==> src/rtl/crc_host_pkg.sv <==
// crc_host_pkg: register map, AHB encodings and host-interface FSM states
package crc_host_pkg;
    localparam logic [2:0] OFF_DR   = 3'd0;
    localparam logic [2:0] OFF_IDR  = 3'd1;
    localparam logic [2:0] OFF_CR   = 3'd2;
    localparam logic [2:0] OFF_INIT = 3'd4;
    localparam logic [2:0] OFF_POL  = 3'd5;
    localparam logic [1:0] HTRANS_IDLE   = 2'b00;
    localparam logic [1:0] HTRANS_BUSY   = 2'b01;
    localparam logic [1:0] HTRANS_NONSEQ = 2'b10;
    localparam logic [1:0] HTRANS_SEQ    = 2'b11;
    localparam logic HRESP_OKAY  = 1'b0;
    localparam logic HRESP_ERROR = 1'b1;
    localparam logic [2:0] HSIZE_WORD = 3'b010;
    typedef enum logic [1:0] {ST_IDLE, ST_DATA, ST_ERR1, ST_ERR2} state_t;
    function automatic logic is_err_off(input logic [2:0] off);
        return off inside {3'd3, 3'd6, 3'd7};
    endfunction
endpackage

==> src/rtl/crc_ch_cfg.sv <==
// crc_ch_cfg: one channel's CR register split into its configuration fields
module crc_ch_cfg
    import crc_host_pkg::*;
(
    input  logic       HCLK,
    input  logic       HRESET,
    input  logic       wr_en,
    input  logic [4:0] wr_data,
    output logic [4:0] cr,
    output logic [1:0] poly_size,
    output logic [1:0] rev_in,
    output logic       rev_out
);
    always_ff @(posedge HCLK) begin
        if (HRESET)
            cr <= '0;
        else if (wr_en)
            cr <= wr_data;
    end
    assign poly_size = cr[1:0];
    assign rev_in    = cr[3:2];
    assign rev_out   = cr[4];
endmodule

==> src/rtl/crc_host_if_mc.sv <==
// crc_host_if_mc: AHB-lite slave front end for N_CH CRC channels
module crc_host_if_mc
    import crc_host_pkg::*;
#(
    parameter int N_CH     = 2,
    parameter int WAIT_MAX = 15
)
(
    input  logic                HCLK,
    input  logic                HRESET,
    input  logic                HSElx,
    input  logic [31:0]         HADDR,
    input  logic [1:0]          HTRANS,
    input  logic                HWRITE,
    input  logic [2:0]          HSIZE,
    input  logic [31:0]         HWDATA,
    input  logic                HREADY,
    output logic [31:0]         HRDATA,
    output logic                HREADYOUT,
    output logic                HRESP,
    output logic [N_CH-1:0]     ch_sel,
    output logic                buffer_write_en,
    output logic                crc_init_en,
    output logic                crc_idr_en,
    output logic                crc_poly_en,
    output logic                reset_chain,
    output logic [31:0]         bus_wr,
    output logic [1:0]          bus_size,
    output logic [2*N_CH-1:0]   crc_poly_size,
    output logic [2*N_CH-1:0]   rev_in_type,
    output logic [N_CH-1:0]     rev_out_type,
    input  logic [32*N_CH-1:0]  crc_out,
    input  logic [32*N_CH-1:0]  crc_init_out,
    input  logic [32*N_CH-1:0]  crc_poly_out,
    input  logic [8*N_CH-1:0]   crc_idr_out,
    input  logic [N_CH-1:0]     buffer_full,
    input  logic [N_CH-1:0]     reset_pending,
    input  logic [N_CH-1:0]     read_wait
);
    state_t      state, state_nx;
    logic [1:0]  d_ch, a_ch, d_size;
    logic [2:0]  d_off, a_off;
    logic        d_write;
    logic [7:0]  wcnt;
    logic        a_valid, a_err, sample, in_data, stall, timeout, done, wr_done;
    logic        bf, rw, rp;
    logic [31:0] rd_dr, rd_init, rd_pol;
    logic [7:0]  rd_idr;
    logic [4:0]  rd_cr;
    logic [4:0]  cr [N_CH];
    logic [N_CH-1:0] cr_we;
    logic        unused_addr;

    assign unused_addr = ^{HADDR[31:7], HADDR[1:0]};
    assign a_ch    = HADDR[6:5];
    assign a_off   = HADDR[4:2];
    assign a_valid = HSElx && (HTRANS == HTRANS_NONSEQ || HTRANS == HTRANS_SEQ);
    assign a_err   = is_err_off(a_off) || int'(a_ch) >= N_CH ||
                     (HWRITE && a_off == OFF_CR && HSIZE != HSIZE_WORD);

    always_comb begin
        bf = 1'b0;
        rw = 1'b0;
        rp = 1'b0;
        rd_dr = '0;
        rd_idr = '0;
        rd_init = '0;
        rd_pol = '0;
        rd_cr = '0;
        for (int i = 0; i < N_CH; i++) begin
            if (d_ch == 2'(i)) begin
                bf = buffer_full[i];
                rw = read_wait[i];
                rp = reset_pending[i];
                rd_dr = crc_out[32*i +: 32];
                rd_idr = crc_idr_out[8*i +: 8];
                rd_init = crc_init_out[32*i +: 32];
                rd_pol = crc_poly_out[32*i +: 32];
                rd_cr = cr[i];
            end
        end
    end

    // Reset gates every output so an interrupted stall or error never completes.
    assign in_data   = !HRESET && state == ST_DATA;
    assign stall     = in_data && ((d_off == OFF_DR && (d_write ? bf : rw)) ||
                                   (d_off == OFF_INIT && d_write && rp));
    assign timeout   = stall && wcnt == 8'(WAIT_MAX - 1);
    assign done      = in_data && !stall;
    assign wr_done   = done && d_write;
    assign HREADYOUT = HRESET || !(stall || state == ST_ERR1);
    assign HRESP     = (!HRESET && (state == ST_ERR1 || state == ST_ERR2)) ? HRESP_ERROR : HRESP_OKAY;
    assign sample    = HREADY && HREADYOUT && !HRESET;

    always_comb begin
        state_nx = ST_IDLE;
        if (sample && a_valid)
            state_nx = a_err ? ST_ERR1 : ST_DATA;
        if (stall)
            state_nx = timeout ? ST_ERR1 : ST_DATA;
        if (state == ST_ERR1)
            state_nx = ST_ERR2;
    end

    always_ff @(posedge HCLK) begin
        if (HRESET) begin
            state   <= ST_IDLE;
            wcnt    <= '0;
            d_ch    <= '0;
            d_off   <= '0;
            d_write <= 1'b0;
            d_size  <= '0;
        end else begin
            state <= state_nx;
            wcnt  <= (stall && !timeout) ? wcnt + 8'd1 : '0;
            if (sample && a_valid) begin
                d_ch    <= a_ch;
                d_off   <= a_off;
                d_write <= HWRITE;
                d_size  <= HSIZE[1:0];
            end
        end
    end

    assign buffer_write_en = wr_done && d_off == OFF_DR;
    assign crc_idr_en      = wr_done && d_off == OFF_IDR;
    assign crc_init_en     = wr_done && d_off == OFF_INIT;
    assign crc_poly_en     = wr_done && d_off == OFF_POL;
    assign reset_chain     = wr_done && d_off == OFF_CR && HWDATA[0];
    assign bus_wr          = HWDATA;
    assign bus_size        = d_size;
    assign HRDATA = (done && !d_write) ?
                    (d_off == OFF_DR   ? rd_dr :
                     d_off == OFF_IDR  ? {24'h0, rd_idr} :
                     d_off == OFF_CR   ? {24'h0, rd_cr, 3'h0} :
                     d_off == OFF_INIT ? rd_init :
                     d_off == OFF_POL  ? rd_pol : 32'h0) : 32'h0;

    for (genvar c = 0; c < N_CH; c++) begin : g_ch
        assign ch_sel[c] = in_data && d_ch == 2'(c);
        assign cr_we[c]  = wr_done && d_off == OFF_CR && d_ch == 2'(c);
        crc_ch_cfg u_cfg (
            .HCLK      (HCLK),
            .HRESET    (HRESET),
            .wr_en     (cr_we[c]),
            .wr_data   (HWDATA[7:3]),
            .cr        (cr[c]),
            .poly_size (crc_poly_size[2*c +: 2]),
            .rev_in    (rev_in_type[2*c +: 2]),
            .rev_out   (rev_out_type[c])
        );
    end
endmodule

==> config.mk <==
export PLATFORM = sky130hd
export DESIGN_NAME = crc_host_if_mc
export DESIGN_NICKNAME = d
export VERILOG_FILES = /design/src/rtl/crc_host_pkg.sv /design/src/rtl/crc_ch_cfg.sv /design/src/rtl/crc_host_if_mc.sv
export SDC_FILE = /design/constraint.sdc
export NUM_CORES = 1
export LEC_CHECK = 0
export CORE_AREA = 3 3 144 146
export CTS_CLUSTER_DIAMETER = 200
export CTS_CLUSTER_SIZE = 24
export DETAILED_ROUTE_END_ITERATION = 7
export DIE_AREA = 0 0 147 149
export GPL_ROUTABILITY_DRIVEN = 0
export PLACE_DENSITY = 0.58
export SYNTH_ARGS = -nofsm -noshare
export SYNTH_HDL_FRONTEND = slang
export SYNTH_SLANG_ARGS = --single-unit
==> constraint.sdc <==
create_clock -name HCLK -period 2.9 [get_ports HCLK]
set_input_delay 0.29 -clock HCLK [delete_from_list [all_inputs] [get_ports HCLK]]
set_output_delay 0.29 -clock HCLK [all_outputs]
set_load 0.01 [all_outputs]
==> results.md, run 1 <==
* Post-synthesis sequential area ratio at between 10% and 20%
* R2R Path Start: d_write
* Crit. Startpoint: d_off[0]
* Largest family of logic cells by synthesized area: multiplexers
* Leading post-synthesis cells by cell area: mux2i_1, dfxtp_1, a211oi_1
* Std cell rows at between 50 and 60
* DP Cell Count at ~980
* Reg2reg end: d_off[1]
* Distinct cells, synth at 45
* Fin util at 35.3%
* First-pass GRT wire length at around 26,000 microns
* Worst-Margin Slew at 0.667 ns
* Buf+Inv Stages, Crit Path at 3
* Cells on worst reg2reg path at 6
* Post-Route WL at 18,000 microns
* Commonest non-fill, non-tap cell in the layout: clkdlybuf4s50_1
* # IOs at between 300 and 400
* Yosys Warn Count at 0
* Syn Nets at 763
* DR vias at 4,366
* Port Buf Inserts at 292
* Vias in the first global route at 4,405
* Startpoint Class: register
* Critical path depth at 6
* Top delay family on crit path: buffers and inverters
* Routed vias/inst at 4.44
* Crit path DAT at between 2 and 3 ns
* Max incr delay on CP at around 0.60 ns
* Fillers at 2,091
* Clock sinks at 28
* TritonRoute pass-1 iters at 4
* Asr flop ratio synth at 0%
* H-tree depth at 1
* Largest net degree at the start of global routing at 50
* #FFs+latches synth at 28
* # DRC at 0
* Register-to-register setup slack at between 0.7 and 0.8 ns
* Die area at 21,900 sq um
* Total track usage at between 10 and 15%
* Clock skew at about 0.0015 ns
* Final worst path period share at 97.6%
* Synth area leader: mux2i_1
* TritonCTS Buffers at 3
* Fin. max-slew vios at 0
* DP Worst Slack at -0.0531 ns
* Post-Layout Cell Count at just under 1,000
* Hold Buf Count CTS at 0
* Hold_ws at about 0.47 ns
* CORE AREA at between 15,000 and 20,000 sq um
* Worst setup margin at 0.0706 ns
* Die X at around 150 microns
* First DRT Iteration DRCs at around 170
* Most frequent cells in the layout: clkdlybuf4s50_1, mux2i_1, nor2_1
* CTS Buffer Depth at 2
* Synth Area in XOR/XNOR at under 10%
* Crit path time final at roughly 2.8 ns
* Share of cells above drive strength 1 at about 7.7%
* Adder-cell share of the synthesized area at less than 1%
* Clock transition at path regs at 0.07 ns
* Worst Path Class, Setup: reg -> out
* # Max-Cap Violations at 0
* Slowest-stage cell, CP: clkdlybuf4s50_1
* Worst-path cell chain: buf_4, and2_1, buf_12, a21oi_1, a211oi_1, clkdlybuf4s50_1
* Critical Path Sink Type: output pin
* Worst setup path end: HRDATA[31]
* Synth top area share at roughly 25%
* Worst-path maximum fanout at 48
* P per Cell Area at just over 200 nW/um^2
* Avg Inst Size Synth at roughly 7.7 sq um
* Post-Synth Simple-Gate Area at 17.9%
* Final Setup Violations at 0
* Post-synth EDFFs at 0
* N_diodes at 0
* Synthesized area at approximately 3600 sq um
* Initial antenna violation count at 0
* Worst min path class: reg -> reg
* Detailed placement HPWL at between 10,000 and 15,000 microns
* Clk_lat worst skew at between 0.2 and 0.3 ns
* # nets final at 1,009
* Initial cell density of the core at 18.7%
* GRT overflow at 0
* Main synth FF type: dfxtp_1
* Post-synthesis mux area share at a little under a third
* Clock root buffer master: clkbuf_16
* ANT nets after route at 0
* Maximum clock frequency at 353 MHz
* Total Power at roughly 1400 uW
* Worst vdd ir at approximately 200 uV
* Slew headroom at between 50% and 60%
* Die Ht at 149 microns
* Synth-to-Final Area Change at 89.1%
* Routed wire length per instance at 18.3 microns
* CTS tree: built
* Gate Count Post-Synth at about 470
* RSZ-0062 raised after global routing: no
* Status: finished, final reports clean
* CP Data Required Time at between 2 and 3 ns
* P_leak at 0.00276 uW
* Fin. Hold Viols at 0
* Compound-cell area share of the yosys netlist at 21.9%
[through the flow]
| step | setup TNS (ns) | area [sq um] |
|---|---|---|
| 2_1_floorplan | 0 | 3650 |
| 3_3_place_gp | -0.205 | 6690 |
| 3_5_place_dp | -0.212 | 6690 |
| 4_1_cts | 0 | 6840 |
| 5_1_grt | 0 | 6890 |
| 6_report | 0 | 6890 |
[flip-flops by register name, indices dropped and copies added, names as in the netlist]
name,flops
d_off,3
wcnt,8
bus_size,2
state,2
d_write,1
g_ch.u_cfg.cr,10
d_ch,2
[area by class of cell]
class / count / area (sq um) / area share, %
Sequential cell: 28 / 569 / 8.26
Inverter: 3 / 11.3 / 0.163
Tap cell: 265 / 332 / 4.81
Multi-Input combinational cell: 368 / 2650 / 38.4
Timing Repair Buffer: 315 / 3230 / 46.9
Clock buffer: 4 / 100 / 1.45
[power by group]
part / switching [uW] / internal, uW
combinational: 221 / 422
clock: 132 / 240
sequential: 12.5 / 389
[cell usage after synthesis (3+ instances only)]
cell type,n
o21ai_0,16
xor2_1,4
mux2_2,5
nand2_1,6
mux2_4,8
dfxtp_1,28
o221ai_1,4
buf_1,6
nor4_1,3
inv_1,3
o22ai_1,5
a211o_1,3
and3_1,11
a21oi_1,32
a311o_1,5
nor2_1,81
and2_1,3
nor2b_1,10
a211oi_1,48
buf_4,35
buf_2,10
clkbuf_1,21
nand3_1,7
mux2i_1,91
[timing repair]
item,4_1_cts,5_1_grt
gates resized for setup,4,21
gates cloned,1,0
buffers inserted,1,0
setup endpoints to repair,12,21
[cells by family after synthesis]
group / after synthesis
compound gates: 118
xor+xnor: 6
fa+ha+maj: 2
buf+inv: 77
flops: 28
mux: 105
simple gates: 137
[worst min path at each step]
stage               startpoint       to  slack [ns]  depth (start not counted)
floorplan              wcnt[0]  wcnt[0]        0.43                          1
global placement       wcnt[0]  wcnt[0]        0.44                          1
detailed placement     wcnt[0]  wcnt[0]        0.45                          1
CTS                    wcnt[0]  wcnt[0]        0.47                          1
global route           wcnt[0]  wcnt[0]        0.53                          1
finish                 wcnt[0]  wcnt[0]        0.47                          1
[metal layers]
metal  track usage [%]  routed length, microns  part of all wire, %  vias to the layer above
met1              20.2                    8000                   44                     1991
li1                  -                       -                    -                     2191
met2              24.4                    8390                   47                      162
met4              2.80                     278                  1.5                        0
met3              3.98                    1320                  7.3                       22
met5                 0                       0                    0                        -
(Power assumes the default switching activity.)
==> run 2: changes to the inputs <==
--- a/config.mk
+++ b/config.mk
@@ -5,6 +5,7 @@
 export SDC_FILE = /design/constraint.sdc
 export NUM_CORES = 1
 export LEC_CHECK = 0
+export ABC_AREA = 1
 export CORE_AREA = 3 3 144 146
 export CTS_CLUSTER_DIAMETER = 200
 export CTS_CLUSTER_SIZE = 24
==> run 2 against run 1 <==
Fmax is 5.2% higher. Critical path depth is 4 higher. Combinational power is 12% higher. First-iteration DRC count is 5.7% lower. Power is 7.7% higher. Core utilization is 0.23 points lower. Non-clock buffer count is 1 higher. Critical path type unchanged. Largest cell class unchanged. Highest routed layer is now met5.
==> results.md, run 2 <==
* # nets final at between 1,000 and 1,500
* TritonRoute pass-1 iters at 4
* Fin. max-slew vios at 0
* Startpoint Class: register
* Maximum clock frequency at approximately 370 MHz
* Leading post-synthesis cells by cell area: nand2_1, a22o_1, dfxtp_1
* Std cell rows at between 50 and 60
* Asr flop ratio synth at 0%
* Clock sinks at 28
* Synth area leader: nand2_1
* Largest registers: g_ch.u_cfg.cr x10, wcnt x8, d_off x3
* Share of cells above drive strength 1 at approximately 8.4%
* Vias in the first global route at 4,891
* Crit path DAT at between 2 and 2.5 ns
* Die area at 21,900 sq um
* Detailed placement HPWL at 15,000 microns
* Post-synth EDFFs at 0
* Worst Path Class, Setup: reg -> out
* Clock root buffer master: clkbuf_16
* Post-Route WL at between 15,000 and 20,000 microns
* Clock skew at approximately 0.0034 ns
* Die Ht at approximately 150 microns
* HP Start: wcnt[0]
* Synth top cells by count: nand2_1, a22o_1, buf_4
* Final Cell Area at between 6000 and 7000 sq um
* Total track usage at 15.7%
* Hold worst-path end: wcnt[0]
* TritonCTS Buffers at 3
* # DRC at 0
* ANT nets after route at 0
* Initial antenna violation count at 1
* First-pass GRT wire length at 27,500 microns
* Commonest non-fill, non-tap cell in the layout: clkdlybuf4s50_1
* Gate Count Post-Synth at slightly below 600
* Top-count cell post-synth: nand2_1
* Main synth FF type: dfxtp_1
* Worst-Margin Slew at about 0.50 ns
* Final Setup Violations at 0
* Status: finished, final reports clean
* Synth top area share at ~20%
* #FFs+latches synth at 28
* Synthesized area at around 3800 sq um
* Reg2reg end: g_ch[1].u_cfg.cr[2]
* Routed wire length per instance at roughly 17 microns
* Slew headroom at approximately 67%
* Largest net degree at the start of global routing at a little over 60
* Port Buf Inserts at between 200 and 300
* P per Cell Area at ~220 nW/um^2
* Syn Nets at 870
* Distinct cells, synth at 41
* Fillers at 2,106
* CORE AREA at between 15,000 and 20,000 sq um
* DR vias at just under 5,000
* Final worst path period share at approximately 90%
* H-tree depth at 1
* Max FFs per register at 10
* R2R Path Start: d_ch[1]
* Worst min path class: reg -> reg
* Hold Buf Count CTS at 0
* Clock transition at path regs at about 0.070 ns
* Fin. Hold Viols at 0
* CTS Buffer Depth at 2
* P_leak at roughly 0.0026 uW
* Dpl cell area at between 6000 and 7000 sq um
* Post-synthesis sequential area ratio at between 10% and 20%
* Avg Inst Size Synth at about 6.5 sq um
* Biggest register: g_ch.u_cfg.cr
* Worst hold path depth at 1
* Yosys Warn Count at 0
* CP Data Required Time at 2.61 ns
* Register-to-register setup slack at around 1.0 ns
* Clk_lat worst skew at 0.26 ns
* Synth-to-Final Area Change at 82.3%
* # IOs at about 370
* Critical Path Sink Type: output pin
* N_diodes at 0
* Final setup TNS at 0 ns
* Worst-path maximum fanout at 24
* First DRT Iteration DRCs at 164
* Cells on worst reg2reg path at 11
* Die X at approximately 150 microns
* Initial cell density of the core at ~19%
* # Max-Cap Violations at 0
* Routed vias/inst at ~4.5
* Most frequent cells in the layout: clkdlybuf4s50_1, nand2_1, a22o_1
* CTS tree: built
* RSZ-0062 raised after global routing: no
* GRT overflow at 0
* Crit path time final at ~2.7 ns
* Worst vdd ir at 248 uV
## run 2: routing by layer
| metal | global-route usage (%) | vias up | share of wire [%] |
|---|---|---|---|
| li1 | - | 2461 | - |
| met2 | 28.2 | 182 | 50 |
| met3 | 3.74 | 36 | 7.2 |
| met1 | 18.9 | 2185 | 41 |
| met4 | 4.10 | 2 | 2.3 |
| met5 | 0 | - | 0.060 |
## run 2: stage by stage
step	total power (uW)	utilization, %	hold slack (ns)	instances	worst slack (ns)
finish	1530	35.1	0.466	1087	0.211
global route	1610	35.1	0.508	1087	0.0401
CTS	1540	34.8	0.475	1083	0.00603
detailed placement	1120	34.3	0.459	1079	0.286
global placement	1120	34.3	0.445	1079	0.286
floorplan	744	-	0.359	580	1.22
## run 2: area by class of cell
type	count	area, sq um	share of cell area, %
timing repair buffer	316	3160	46.1
multi-input combinational	445	2570	37.6
sequential	28	563	8.22
tap	265	332	4.84
inverter	29	114	1.66
clock buffer	3	75.1	1.10
clock inverter	1	30.0	0.438
## run 2: worst max-delay path, cell delays in order, from the launching register on
cell	delay, ns
dfxtp_2	0.39
inv_2	0.07
nand2_2	0.10
inv_6	0.09
nand2_1	0.07
nand2_1	0.09
nand2_4	0.11
nand4_4	0.19
buf_12	0.22
a31oi_1	0.18
clkdlybuf4s50_1	0.59
## run 2: worst max-delay path by stage
stage,slack (ns),cells after the start,from,endpoint
3_3_place_gp,0.29,6,HRESET,HRDATA[30]
6_report,0.21,10,d_ch[1],HRDATA[30]
3_5_place_dp,0.29,6,HRESET,HRDATA[30]
2_1_floorplan,1.22,7,d_ch[0],HRDATA[11]
4_1_cts,0.006,11,d_ch[0],HRDATA[5]
5_1_grt,0.04,11,d_ch[0],HRDATA[7]
## run 2: cells by family (layout without fill, tap and decap cells)
| kind of cell | count (synthesis) | in the layout | share of synthesized area, % |
|---|---|---|---|
| compound gates | 147 | 147 | 30.8 |
| xor+xnor | 4 | 4 | 0.933 |
| fa+ha+maj | 2 | 2 | 0.666 |
| buf+inv | 107 | 349 | 17.0 |
| flops | 28 | 28 | 14.9 |
| simple gates | 292 | 292 | 35.7 |
## run 2: power by group
part           internal (uW)  total, uW  switching (uW)
sequential               390        397            6.72
combinational            449        719             270
clock                    275        410             135
total                   1110       1530             411
## run 2: what timing repair did
action | CTS | global route
gates resized for setup | 0 | 5
buffers inserted | 0 | 4
endpoints found under the setup margin | 0 | 20
